`src/rtl/lsu_pkg.sv`:
```
// Shared types and constants for the load/store unit.
// Access sizes, FSM states and the data-path width.
package lsu_pkg;

    localparam int LSU_XLEN = 32;

    typedef enum logic [1:0] {
        SIZE_B   = 2'd0,
        SIZE_H   = 2'd1,
        SIZE_W   = 2'd2,
        SIZE_RSV = 2'd3
    } lsu_size_e;

    typedef enum logic [2:0] {
        IDLE  = 3'd0,
        LOAD  = 3'd1,
        READ  = 3'd2,
        WRITE = 3'd3,
        RESP  = 3'd4
    } lsu_state_e;

endpackage

```
`src/rtl/lsu_align.sv`:
```
// Lane steering: load extract/extend and store merge into a memory word.
// Purely combinational; lane/size come from the latched request.
module lsu_align
    import lsu_pkg::*;
(
    input  logic [1:0]          lane,
    input  lsu_size_e           size,
    input  logic                is_unsigned,
    input  logic [LSU_XLEN-1:0] word,
    input  logic [LSU_XLEN-1:0] wdata,
    output logic [LSU_XLEN-1:0] load_value,
    output logic [LSU_XLEN-1:0] merged
);

    logic [4:0]          sh;
    logic [LSU_XLEN-1:0] shifted;
    logic [LSU_XLEN-1:0] mask;
    logic [LSU_XLEN-1:0] ins;

    assign sh = {lane, 3'b000};

    always_comb begin
        shifted    = word >> sh;
        load_value = shifted;
        mask       = '1;
        ins        = wdata;
        case (size)
            SIZE_B: begin
                load_value = {{24{~is_unsigned & shifted[7]}}, shifted[7:0]};
                mask       = 32'h0000_00FF << sh;
                ins        = {24'd0, wdata[7:0]} << sh;
            end
            SIZE_H: begin
                load_value = {{16{~is_unsigned & shifted[15]}}, shifted[15:0]};
                mask       = 32'h0000_FFFF << sh;
                ins        = {16'd0, wdata[15:0]} << sh;
            end
            default: ;
        endcase
        merged = (word & ~mask) | (ins & mask);
    end

endmodule

```
`src/rtl/load_store_unit.sv`:
```
// Byte-addressed load/store front end to a word-addressed data memory.
// Sub-word stores are read-modify-write; responses use valid/ready.
module load_store_unit
    import lsu_pkg::*;
#(
    parameter int MEM_WORDS = 1024,
    parameter int IDX_W     = $clog2(MEM_WORDS)
) (
    input  logic                clk,
    input  logic                rst_n,
    input  logic                req_valid,
    output logic                req_ready,
    input  logic                req_write,
    input  logic [1:0]          req_size,
    input  logic                req_unsigned,
    input  logic [31:0]         req_addr,
    input  logic [31:0]         req_wdata,
    output logic                resp_valid,
    input  logic                resp_ready,
    output logic [31:0]         resp_rdata,
    output logic                resp_fault,
    output logic [31:0]         mem_address,
    output logic [31:0]         mem_write_data,
    output logic                mem_write_enable,
    input  logic [31:0]         mem_read_data
);

    lsu_state_e state;
    lsu_state_e state_nx;

    lsu_size_e  req_sz;
    logic       fault;
    logic       accept;

    logic [1:0]       lane_q;
    lsu_size_e        size_q;
    logic             uns_q;
    logic [31:0]      wdata_q;
    logic [IDX_W-1:0] idx_q;

    logic [31:0] load_value;
    logic [31:0] merged;

    assign req_sz      = lsu_size_e'(req_size);
    assign accept      = (state == IDLE) && req_valid;
    assign mem_address = {{(32-IDX_W){1'b0}}, idx_q};

    always_comb begin
        fault = (req_addr >> (IDX_W + 2)) != 32'd0;
        case (req_sz)
            SIZE_H:   if (req_addr[0]) fault = 1'b1;
            SIZE_W:   if (req_addr[1:0] != 2'b00) fault = 1'b1;
            SIZE_RSV: fault = 1'b1;
            default:  ;
        endcase
    end

    always_ff @(posedge clk or negedge rst_n) begin
        if (!rst_n) state <= IDLE;
        else        state <= state_nx;
    end

    always_comb begin
        state_nx = state;
        case (state)
            IDLE: begin
                if (req_valid) begin
                    priority case (1'b1)
                        fault:              state_nx = RESP;
                        !req_write:         state_nx = LOAD;
                        (req_sz == SIZE_W): state_nx = WRITE;
                        default:            state_nx = READ;
                    endcase
                end
            end
            LOAD:    state_nx = RESP;
            READ:    state_nx = WRITE;
            WRITE:   state_nx = RESP;
            RESP:    if (resp_ready) state_nx = IDLE;
            default: state_nx = IDLE;
        endcase
    end

    always_comb begin
        req_ready        = 1'b0;
        resp_valid       = 1'b0;
        mem_write_enable = 1'b0;
        case (state)
            IDLE:    req_ready        = 1'b1;
            WRITE:   mem_write_enable = 1'b1;
            RESP:    resp_valid       = 1'b1;
            default: ;
        endcase
    end

    lsu_align u_align (
        .lane        (lane_q),
        .size        (size_q),
        .is_unsigned (uns_q),
        .word        (mem_read_data),
        .wdata       (wdata_q),
        .load_value  (load_value),
        .merged      (merged)
    );

    // mem_write_data doubles as the merge register for sub-word stores
    always_ff @(posedge clk or negedge rst_n) begin
        if (!rst_n) begin
            lane_q         <= 2'd0;
            size_q         <= SIZE_B;
            uns_q          <= 1'b0;
            wdata_q        <= 32'd0;
            idx_q          <= '0;
            resp_rdata     <= 32'd0;
            resp_fault     <= 1'b0;
            mem_write_data <= 32'd0;
        end else begin
            if (accept) begin
                lane_q     <= req_addr[1:0];
                size_q     <= req_sz;
                uns_q      <= req_unsigned;
                wdata_q    <= req_wdata;
                idx_q      <= req_addr[IDX_W+1:2];
                resp_rdata <= 32'd0;
                resp_fault <= fault;
                if (req_write && (req_sz == SIZE_W) && !fault)
                    mem_write_data <= req_wdata;
            end
            if (state == LOAD)
                resp_rdata <= load_value;
            if (state == READ)
                mem_write_data <= merged;
            if ((state == RESP) && resp_ready) begin
                resp_rdata <= 32'd0;
                resp_fault <= 1'b0;
            end
        end
    end

endmodule
```
`config.mk`:
```
export PLATFORM = sky130hd
export DESIGN_NAME = load_store_unit
export DESIGN_NICKNAME = d
export VERILOG_FILES = /design/src/rtl/lsu_pkg.sv /design/src/rtl/lsu_align.sv /design/src/rtl/load_store_unit.sv
export SDC_FILE = /design/constraint.sdc
export NUM_CORES = 1
export LEC_CHECK = 0
export BUFFER_PORTS_ARGS = -buffer_cell sky130_fd_sc_hd__buf_2
export CORE_MARGIN = 3
export CORE_UTILIZATION = 45
export CTS_BUF_LIST = sky130_fd_sc_hd__clkbuf_4 sky130_fd_sc_hd__clkbuf_8
export DETAILED_ROUTE_END_ITERATION = 7
export MAX_ROUTING_LAYER = met4
export PLACE_DENSITY = 0.84
export SLEW_MARGIN = 20
export SYNTH_ARGS = -nofsm -noshare
export SYNTH_HDL_FRONTEND = slang
export SYNTH_SLANG_ARGS = --single-unit
```
`constraint.sdc`:
```
create_clock -name clk -period 2.3 [get_ports clk]
set_clock_uncertainty 0.2 [all_clocks]
set_input_delay 0.345 -clock clk [delete_from_list [all_inputs] [get_ports clk]]
set_output_delay 0.345 -clock clk [all_outputs]
set_load 0.02 [all_outputs]
```
# ---- Yosys cells after proc, flatten, opt, wreduce, memory -nomap -nowiden
# Index checks and enable logic that the tools add are counted.
# W data, S select, Z words.
dict set report word_totals {
  elab_cells 70
  regBits 115
  out_inout_bits 100
}
dict set report classes {
  n_reduce_logical 16
  shift 5
  n_mux 23
  n_eq_ne 10
  bitwise_logic 7
}
# operator n
set op_table {}
lappend op_table {{$mux W32} 6}
lappend op_table {{$pmux W32 S2} 3}
lappend op_table {{$and A32 B32 Y32} 2}
lappend op_table {{$not A32 Y32} 1}
lappend op_table {{$or A32 B32 Y32} 1}
lappend op_table {{$reduce_bool A32 Y1} 1}
lappend op_table {{$shl A16 B5 Y32} 1}
lappend op_table {{$shl A16 B5 Y32 const A} 1}
lappend op_table {{$shl A8 B5 Y32} 1}
lappend op_table {{$shl A8 B5 Y32 const A} 1}
lappend op_table {{$shr A32 B5 Y32} 1}
lappend op_table {{$pmux W3 S4} 1}
lappend op_table {{$mux W3} 3}
lappend op_table {{$mux W1} 8}
lappend op_table {{$reduce_bool A2 Y1} 4}
lappend op_table {{$eq A3 B2 Y1 const B} 2}
lappend op_table {{$eq A2 B1 Y1 const B} 2}
lappend op_table {{$eq A2 B2 Y1 const B} 2}
lappend op_table {{$logic_and A1 B1 Y1} 4}
lappend op_table {{$ne A2 B2 Y1 const B} 2}
lappend op_table {{$reduce_and A2 Y1} 2}
lappend op_table {{$eq A3 B1 Y1 const B} 1}
lappend op_table {{$eq A3 B3 Y1 const B} 1}
lappend op_table {{$logic_not A3 Y1} 1}
lappend op_table {{8 further kinds} 9}

# ---- Logic depth before layout (Yosys ltp)
# Gate-level depths: netlist of the first run.
dict set report depth {
  depth_word 8
  mapped_depth 8
  depth_no_buf 7
}

# ---- Modules after synthesis
# A second synthesis of the first run with hierarchy kept.
dict set report hier_totals {
  hier_cells 573
  area_unflattened_um2 6711.4
}
# mod cells_per_inst instances area_each_um2 seq_area_each_um2
set modules_own_cells {}
lappend modules_own_cells {load_store_unit 345 1 4992.3 2877.8}
lappend modules_own_cells {lsu_align 228 1 1719.1 0.0}

# ---- Worst setup path before layout of the first run
# Ideal clock, no wire load.
dict set report synth_timing {
  path_kind {register -> register}
  startpoint {register state[0]}
  endpoint {register mem_write_data[0]}
  n_path_buf 2
  period_less_slack_ns 2.241
  setup_time_ns 0.128
  stages_incl_launch_ff 8
  slack_ns 0.059
  arrival_ns 1.914
  t_required_ns 1.972
  cell_sequence {dfrtp_1 -> buf_2 -> nor4b_4 -> nand3_1 -> nor3_1 -> a21oi_1 -> buf_2 -> mux2_1}
}
dict set report synth_between {
  elab_chain_cells 4
  word_cells_on_any_way 7
  classes_between {eq/ne (1); mux (1); reduce/logical (5)}
}
# element line_no
set synth_rtl {}
lappend synth_rtl {{start: declaration} load_store_unit.sv:28} ;# lsu_state_e state;
lappend synth_rtl {{start signal: assignment} load_store_unit.sv:60} ;# else state <= state_nx;
lappend synth_rtl {{$logic_not A3 Y1} load_store_unit.sv:45} ;# assign accept = (state == IDLE) && req_valid;
lappend synth_rtl {{$logic_and A1 B1 Y1} load_store_unit.sv:45}
lappend synth_rtl {{$reduce_bool A2 Y1 (no source line)} -}
lappend synth_rtl {{$reduce_and A2 Y1 (no source line)} -}
lappend synth_rtl {{end signal: assignment} load_store_unit.sv:127} ;# mem_write_data <= req_wdata;
lappend synth_rtl {{end signal: assignment} load_store_unit.sv:132} ;# mem_write_data <= merged;
lappend synth_rtl {{end: declaration} load_store_unit.sv:23} ;# output logic [31:0] mem_write_data,
# Several ways; a longest one is shown, not always the timed one.
# A chain may end at the register's enable or synchronous reset.

# ---- Worst setup path after layout of the first run
dict set report layout_timing {
  startpoint {register lane_q[0]}
  endpoint {register mem_write_data[8]}
}
dict set report layout_between {
  elab_chain_cells 6
  word_cells_on_any_way 11
  classes_between {shift (4); mux (3); bitwise (4)}
}
# element line_no
set layout_rtl {}
lappend layout_rtl {{start: declaration} load_store_unit.sv:35} ;# logic [1:0] lane_q;
lappend layout_rtl {{start signal: assignment} load_store_unit.sv:119} ;# lane_q <= req_addr[1:0];
lappend layout_rtl {{$shl A16 B5 Y32 or $shl A8 B5 Y32 (tied branches)} {lsu_align.sv:35, lsu_align.sv:30}}
lappend layout_rtl {{$pmux W32 S2} lsu_align.sv:27} ;# case (size)
lappend layout_rtl {{$not A32 Y32} lsu_align.sv:40} ;# merged = (word & ~mask) | (ins & mask);
lappend layout_rtl {{$and A32 B32 Y32} lsu_align.sv:40}
lappend layout_rtl {{$or A32 B32 Y32 (*)} lsu_align.sv:40}
lappend layout_rtl {{$mux W32 (*)} load_store_unit.sv:131} ;# if (state == READ)
# Mark *: on every way between the ends. The rest lies on a longest branch, timed or not.

==> flow_summary.yaml, run 1 <==
worst_setup_path:
  required_ps: 2490
  setup.worst_path.end_class: "flip-flop"
  critPathLaunchType: "flip-flop"
  cp.arrival_ps: 2410
  critPathKind: "flip-flop to flip-flop"
  cp_max_fo: 8
floorplan:
  start_util_pct: 46.27
  die_x_um: 123.2
  die_area_um2: 15170
  fp.coreArea_um2: 13350
  io_pins: 204
  core.rowCount: 42
  die-height_um: 123.2
placement:
  dpl.hpwl_um: 13820
  portBuffers: 181
  gp_congestion: 0.9086
  dp_cells: 918
flow_run:
  cap_viol_max_count: 0
pwr:
  vdd_drop_max_uv: 749.1
  power.internal_mw: 6.399
  powerDensity_nw_per_um2: 1322
  power.clock.fraction_pct: 18.2
  combPwrFrac_pct: 48.8
  switching_share_pct: 41.95
  seq_power_share_pct: 33.0
  leakagePower_nw: 4.008
  switchingPower_mw: 4.625
synthesis:
  synth.area.top_cells: "dfrtp_1 (47%), mux2_2 (10%), mux2i_1 (5.0%), o21ai_0 (4.4%), mux2_1 (4.2%)"
  ys.flop_type: "dfrtp_1"
  synth_edf_count: 0
  yosys.area.top_type_share_pct: 46.60
  yosysTopAreaCell: "dfrtp_1"
  async_flop_share_pct: 100.0
  syn_area_um2: 6176
  synth_seq_cells: 115
  syn_avg_cell_area_um2: 10.74
  yosysSeqAreaShare_pct: 46.60
  synth_cells: 575
  ys_warn_count: 0
  synth_cell_type_count: 43
clocking:
  cts_inserted_buffers: 17
  cts_tree: "built"
  cts_buffer_depth: 2
  clkTransAtPathRegs_ps: 80
  htreeDepth: 4
  cts_sinks: 115
  clk_latency_ps: 450
  root_buffer: "clkbuf_8"
  cts_setup_buffers: 0
layout:
  drive_gt1_share_pct: 37.68
  final_cells: 1005
  synthToLayoutAreaGrowth_pct: 34.97
  final_nets: 922
min_path:
  hold_class: "input pin to flip-flop"
global_routing:
  overflow: 0
  grt_antenna_before_repair: 1
  grt_max_degree: 116
  grt_pass1_wl_um: 29900
  first_global_vias: 5641
  grtUsageTotal_pct: 26.86
detailed_routing:
  first_iter_violations: 621
  dr_total_vias: 5665
  viasPerCell: 5.637
  wirelength_um: 19590
  post_drt_wl_per_cell_um: 19.49
  ant_nets: 0
  drc_errors: 0
  drtPass1Iterations: 7
timing:
  fin_crit_sh_pct: 96.54
  setup_viol: 0
  worstMarginPinSlew_ps: 814.9
  rsz0062_at_grt: "no"
  min_period_ps: 2220
  relSlewSlack_pct: 45.26
  drv_slew: 0
  tns_ps: 0
  clock.fmax_ghz: 0.4504
  finalHoldViolCount: 0
run_status:
  outcome: "completed"
==> synth_stat cells, types with 2 or more instances <==
master and n:
o22a_1 8, buf_2 6, nor3_1 6, dfrtp_1 115, a221o_1 17, a22oi_1 8, clkbuf_1 28, nor3b_1 4
mux2i_1 31, nor2b_1 3, nand2b_1 11, buf_4 23, ha_1 3, a222oi_1 8, mux2_1 23, inv_1 12
or2_2 3, o22ai_1 8, nand2_1 38, a21o_1 2, nor2_1 20, a22o_1 7, nand3_1 2, a2bb2oi_1 15
a21oi_1 34, mux2_2 57, buf_1 7, o21ai_0 54, nor4_1 7, and3_1 2
==> final cells by class <==
type | count | area [µm²]
Sequential cell | 115 | 2879
Clock buffer | 18 | 241.5
Antenna cell | 1 | 2.502
Fill cell | 1082 | 5012
Clock inverter | 14 | 181.4
Tap cell | 176 | 220.2
Multi-Input combinational cell | 404 | 3013
Inverter | 12 | 45.04
Timing Repair Buffer | 265 | 1753
==> worst paths after layout <==
path | slack [ps] | startpoint | depth (start not counted) | end
setup reg to reg | 80 | lane_q[0] | 6 | mem_write_data[8]
setup / recovery | 80 | lane_q[0] | 6 | mem_write_data[8]
hold reg to reg | 280 | resp_rdata[12] | 2 | resp_rdata[12]
min in group asynchronous | 300 | rst_n | 3 | mem_write_data[28]
hold / removal | 20 | mem_read_data[27] | 2 | resp_rdata[27]
max in group asynchronous | 1140 | rst_n | 3 | idx_q[0]
==> sequential cells by signal (all words and copies together), names as in the netlist <==
register        cells
wdata_q            32
size_q              2
lane_q              2
state               3
mem_write_data     32
idx_q              10
resp_rdata         32
resp_fault          1
uns_q               1
==> power by group through the flow <==
stage / Clock [mW] / Sequential, mW / Combinational (mW)
CTS: 2.03 / 3.59 / 5.32
finish: 2.01 / 3.64 / 5.38
detailed placement: 0 / 3.62 / 5.22
global route: 2.14 / 3.72 / 5.79
global placement: 0 / 3.59 / 5.10
floorplan: 0 / 4.04 / 3.02
==> layer usage <==
metal / wire, µm / GRT usage (%) / share of wire (%)
met1: 7806 / 32.60 / 40
met3: 1766 / 6.450 / 9.0
met4: 350 / 8.720 / 1.8
met2: 9669 / 44.34 / 49
met5: 0 / - / 0
==> metrics by stage <==
stage          hold slack [ps]  setup WS, ps  util (%)  total power, mW  cell area, µm²
6_report                 20.99         79.67     62.45            11.02            8335
5_1_grt                  4.458         5.066     62.45            11.66            8335
4_1_cts                  3.336         97.13     62.32            10.94            8318
3_5_place_dp             270.6         6.836     55.10            8.835            7355
3_3_place_gp             262.4         93.31     55.10            8.693            7355
2_1_floorplan           -150.6         58.59         -            7.057            6255
==> cells in the final DEF (no fill, tap or decap), drive strengths merged, types with 2 or more instances in the layout <==
cell type	instances
a2bb2oi	15
clkbuf	18
or2	4
nand2b	11
nor4b	2
nand3	2
nor2b	3
nor3b	4
bufinv	3
a22oi	8
a22o	7
conb	22
a21o	2
mux2i	31
dfrtp	115
ha	3
clkinv	5
nor3	6
o22ai	8
dlygate4sd3	54
mux2	80
nor4	7
buf	211
and3	2
clkinvlp	4
nand2	38
a21oi	34
nor2	20
inv	14
o22a	8
o21ai	56
a222oi	8
a221o	17
==> cells by family after synthesis <==
kind of cell | Yosys count | synth area share, %
mux | 111 | 19.61
compound gates | 167 | 18.66
simple gates | 101 | 8.145
fa+ha+maj | 3 | 0.6078
buf+inv | 77 | 6.321
flops | 115 | 46.60
other cells | 1 | 0.06072
==> timing repair <==
item,CTS,global route
gates resized for setup,0,4
endpoints found under the hold margin,170,0
setup endpoints to repair,0,20
hold buffers,54,0
==> worst max-delay path, cell delays in order, from the launching register on <==
cell     delay (ps)
dfrtp_1         450
buf_4           200
nor2_1           70
o21ai_1         560
o22ai_1         130
o21ai_0         360
mux2_1          190
(Power assumes the default switching activity.)
==> run 2: changes to the inputs <==
Settings changed: CORE_UTILIZATION 45 to 48, PLACE_DENSITY 0.84 to 0.88.
==> flow_summary.yaml, run 2 (synthesis gave the netlist of run 1 again) <==
floorplan:
  io_pins: 204
  fp.coreArea_um2: 12310
  die-height_um: 119.4
  start_util_pct: 50.16
  core.rowCount: 40
  die_x_um: 119.4
  die_area_um2: 14260
clocking:
  clk_latency_ps: 440
  cts_inserted_buffers: 17
  clkTransAtPathRegs_ps: 70
  root_buffer: "clkbuf_8"
  cts_tree: "built"
  cts_sinks: 115
  cts_buffer_depth: 2
  htreeDepth: 4
run_status:
  violations: "design-rule violations"
  outcome: "finished with violations"
worst_setup_path:
  slowest_stage: "dfrtp_1"
  critPathBufInv: 2
  critical_path_depth: 7
  worstPathCellList: "buf_4 > buf_4 > nand2b_1 > o22a_1 > o21ai_0 > o21ai_0 > mux2_1"
  cp.arrival_ps: 2340
  required_ps: 2420
  critPathKind: "flip-flop to flip-flop"
  startpoint: "lane_q[0]"
  r2r_end: "mem_write_data[8]"
  r2r_cells: 7
  critical-path-top-delay-family: "compound AO/OA/AOI/OAI gates"
  setup.worst_path.end_class: "flip-flop"
  critPathLaunchType: "flip-flop"
  reg2reg_slack_ps: 80
  cp_max_fo: 10
  cpPeakStageDelay_ps: 430
  r2r_start: "lane_q[0]"
detailed_routing:
  drtPass1Iterations: 8
  ant_nets: 0
  wirelength_um: 19660
  post_drt_wl_per_cell_um: 19.69
  first_iter_violations: 622
  dr_total_vias: 5727
  drc_errors: 5
  viasPerCell: 5.738
layout:
  drive_gt1_share_pct: 38.24
  final_cells: 998
  final_common_cell: "buf_2"
  synthToLayoutAreaGrowth_pct: 33.71
  top_regs: "mem_write_data: 32 flops, resp_rdata: 32 flops, wdata_q: 32 flops"
  final_nets: 923
  final_cell_mix: "buf_2 (180), dfrtp_1 (115), mux2_2 (57)"
timing:
  min_period_ps: 2217
  rsz0062_at_grt: "no"
  hold_slack_ps: 27.25
  setup_viol: 0
  clock.fmax_ghz: 0.4511
  drv_slew: 0
  worstMarginPinSlew_ps: 610.7
  relSlewSlack_pct: 59.02
  finalHoldViolCount: 0
  fin_crit_sh_pct: 96.39
placement:
  dpl.hpwl_um: 13840
  portBuffers: 181
  gp_congestion: 0.9352
  dp_cells: 915
flow_run:
  cap_viol_max_count: 0
global_routing:
  overflow: 0
  grt_antenna_before_repair: 0
  grt_max_degree: 41
  grtUsageTotal_pct: 28.53
  grt_pass1_wl_um: 30790
  first_global_vias: 5826
min_path:
  hold_path_depth: 2
  holdPathEnd: "resp_rdata[28]"
  hp-start: "mem_read_data[28]"
  hold_class: "input pin to flip-flop"
pwr:
  leakagePower_nw: 4.003
  power_mw: 10.72
  powerDensity_nw_per_um2: 1298
  vdd_drop_max_uv: 715.1
==> run 2: what timing repair did <==
action / CTS / global route
buffers inserted: 0 / 0
endpoints found under the hold margin: 165 / 0
hold buffers: 50 / 0
endpoints found under the setup margin: 0 / 29
resized for setup: 0 / 3
==> run 2: final cells by class <==
type                    instances  area [µm²]
inverters                      12       45.04
clock inverters                11       87.58
repair buffers                266        1747
diodes                          1       2.502
well taps                     168       210.2
clock buffers                  21       270.3
flip-flops and latches        115        2878
fillers                       976        4054
multi-input cells             404        3018
==> run 2: per-stage QoR <==
stage               setup WS (ps)  TNS, ps  cell area [µm²]  utilization (%)
detailed placement         -1.068   -1.068             7382            59.96
global placement            88.19        0             7382            59.96
global route                5.162        0             8255            67.05
floorplan                   58.59        0             6255                -
CTS                         58.59        0             8240            66.93
finish                      82.98        0             8258            67.07
==> run 2: metal layers <==
metal	wire [µm]	vias to the layer above	global-route usage (%)
met4	752	0	11.95
met1	7679	2746	34.57
met5	0	-	-
li1	-	2572	-
met2	9286	344	44.40
met3	1938	65	8.879
==> run 2: how the worst max path moves through the flow <==
stage	slack [ps]	end
after global routing	5	mem_write_data[31]
after CTS	60	mem_write_data[23]
after detailed placement	-1	mem_write_data[11]
after floorplan	60	mem_write_data[0]
final	80	mem_write_data[8]
after global placement	90	mem_write_data[6]
==> run 2: where the power goes <==
group	switching [mW]	internal [mW]	total, mW
clock	0.813	0.900	1.71
sequential	0.731	2.89	3.62
combinational	2.97	2.41	5.38
total	4.52	6.20	10.7
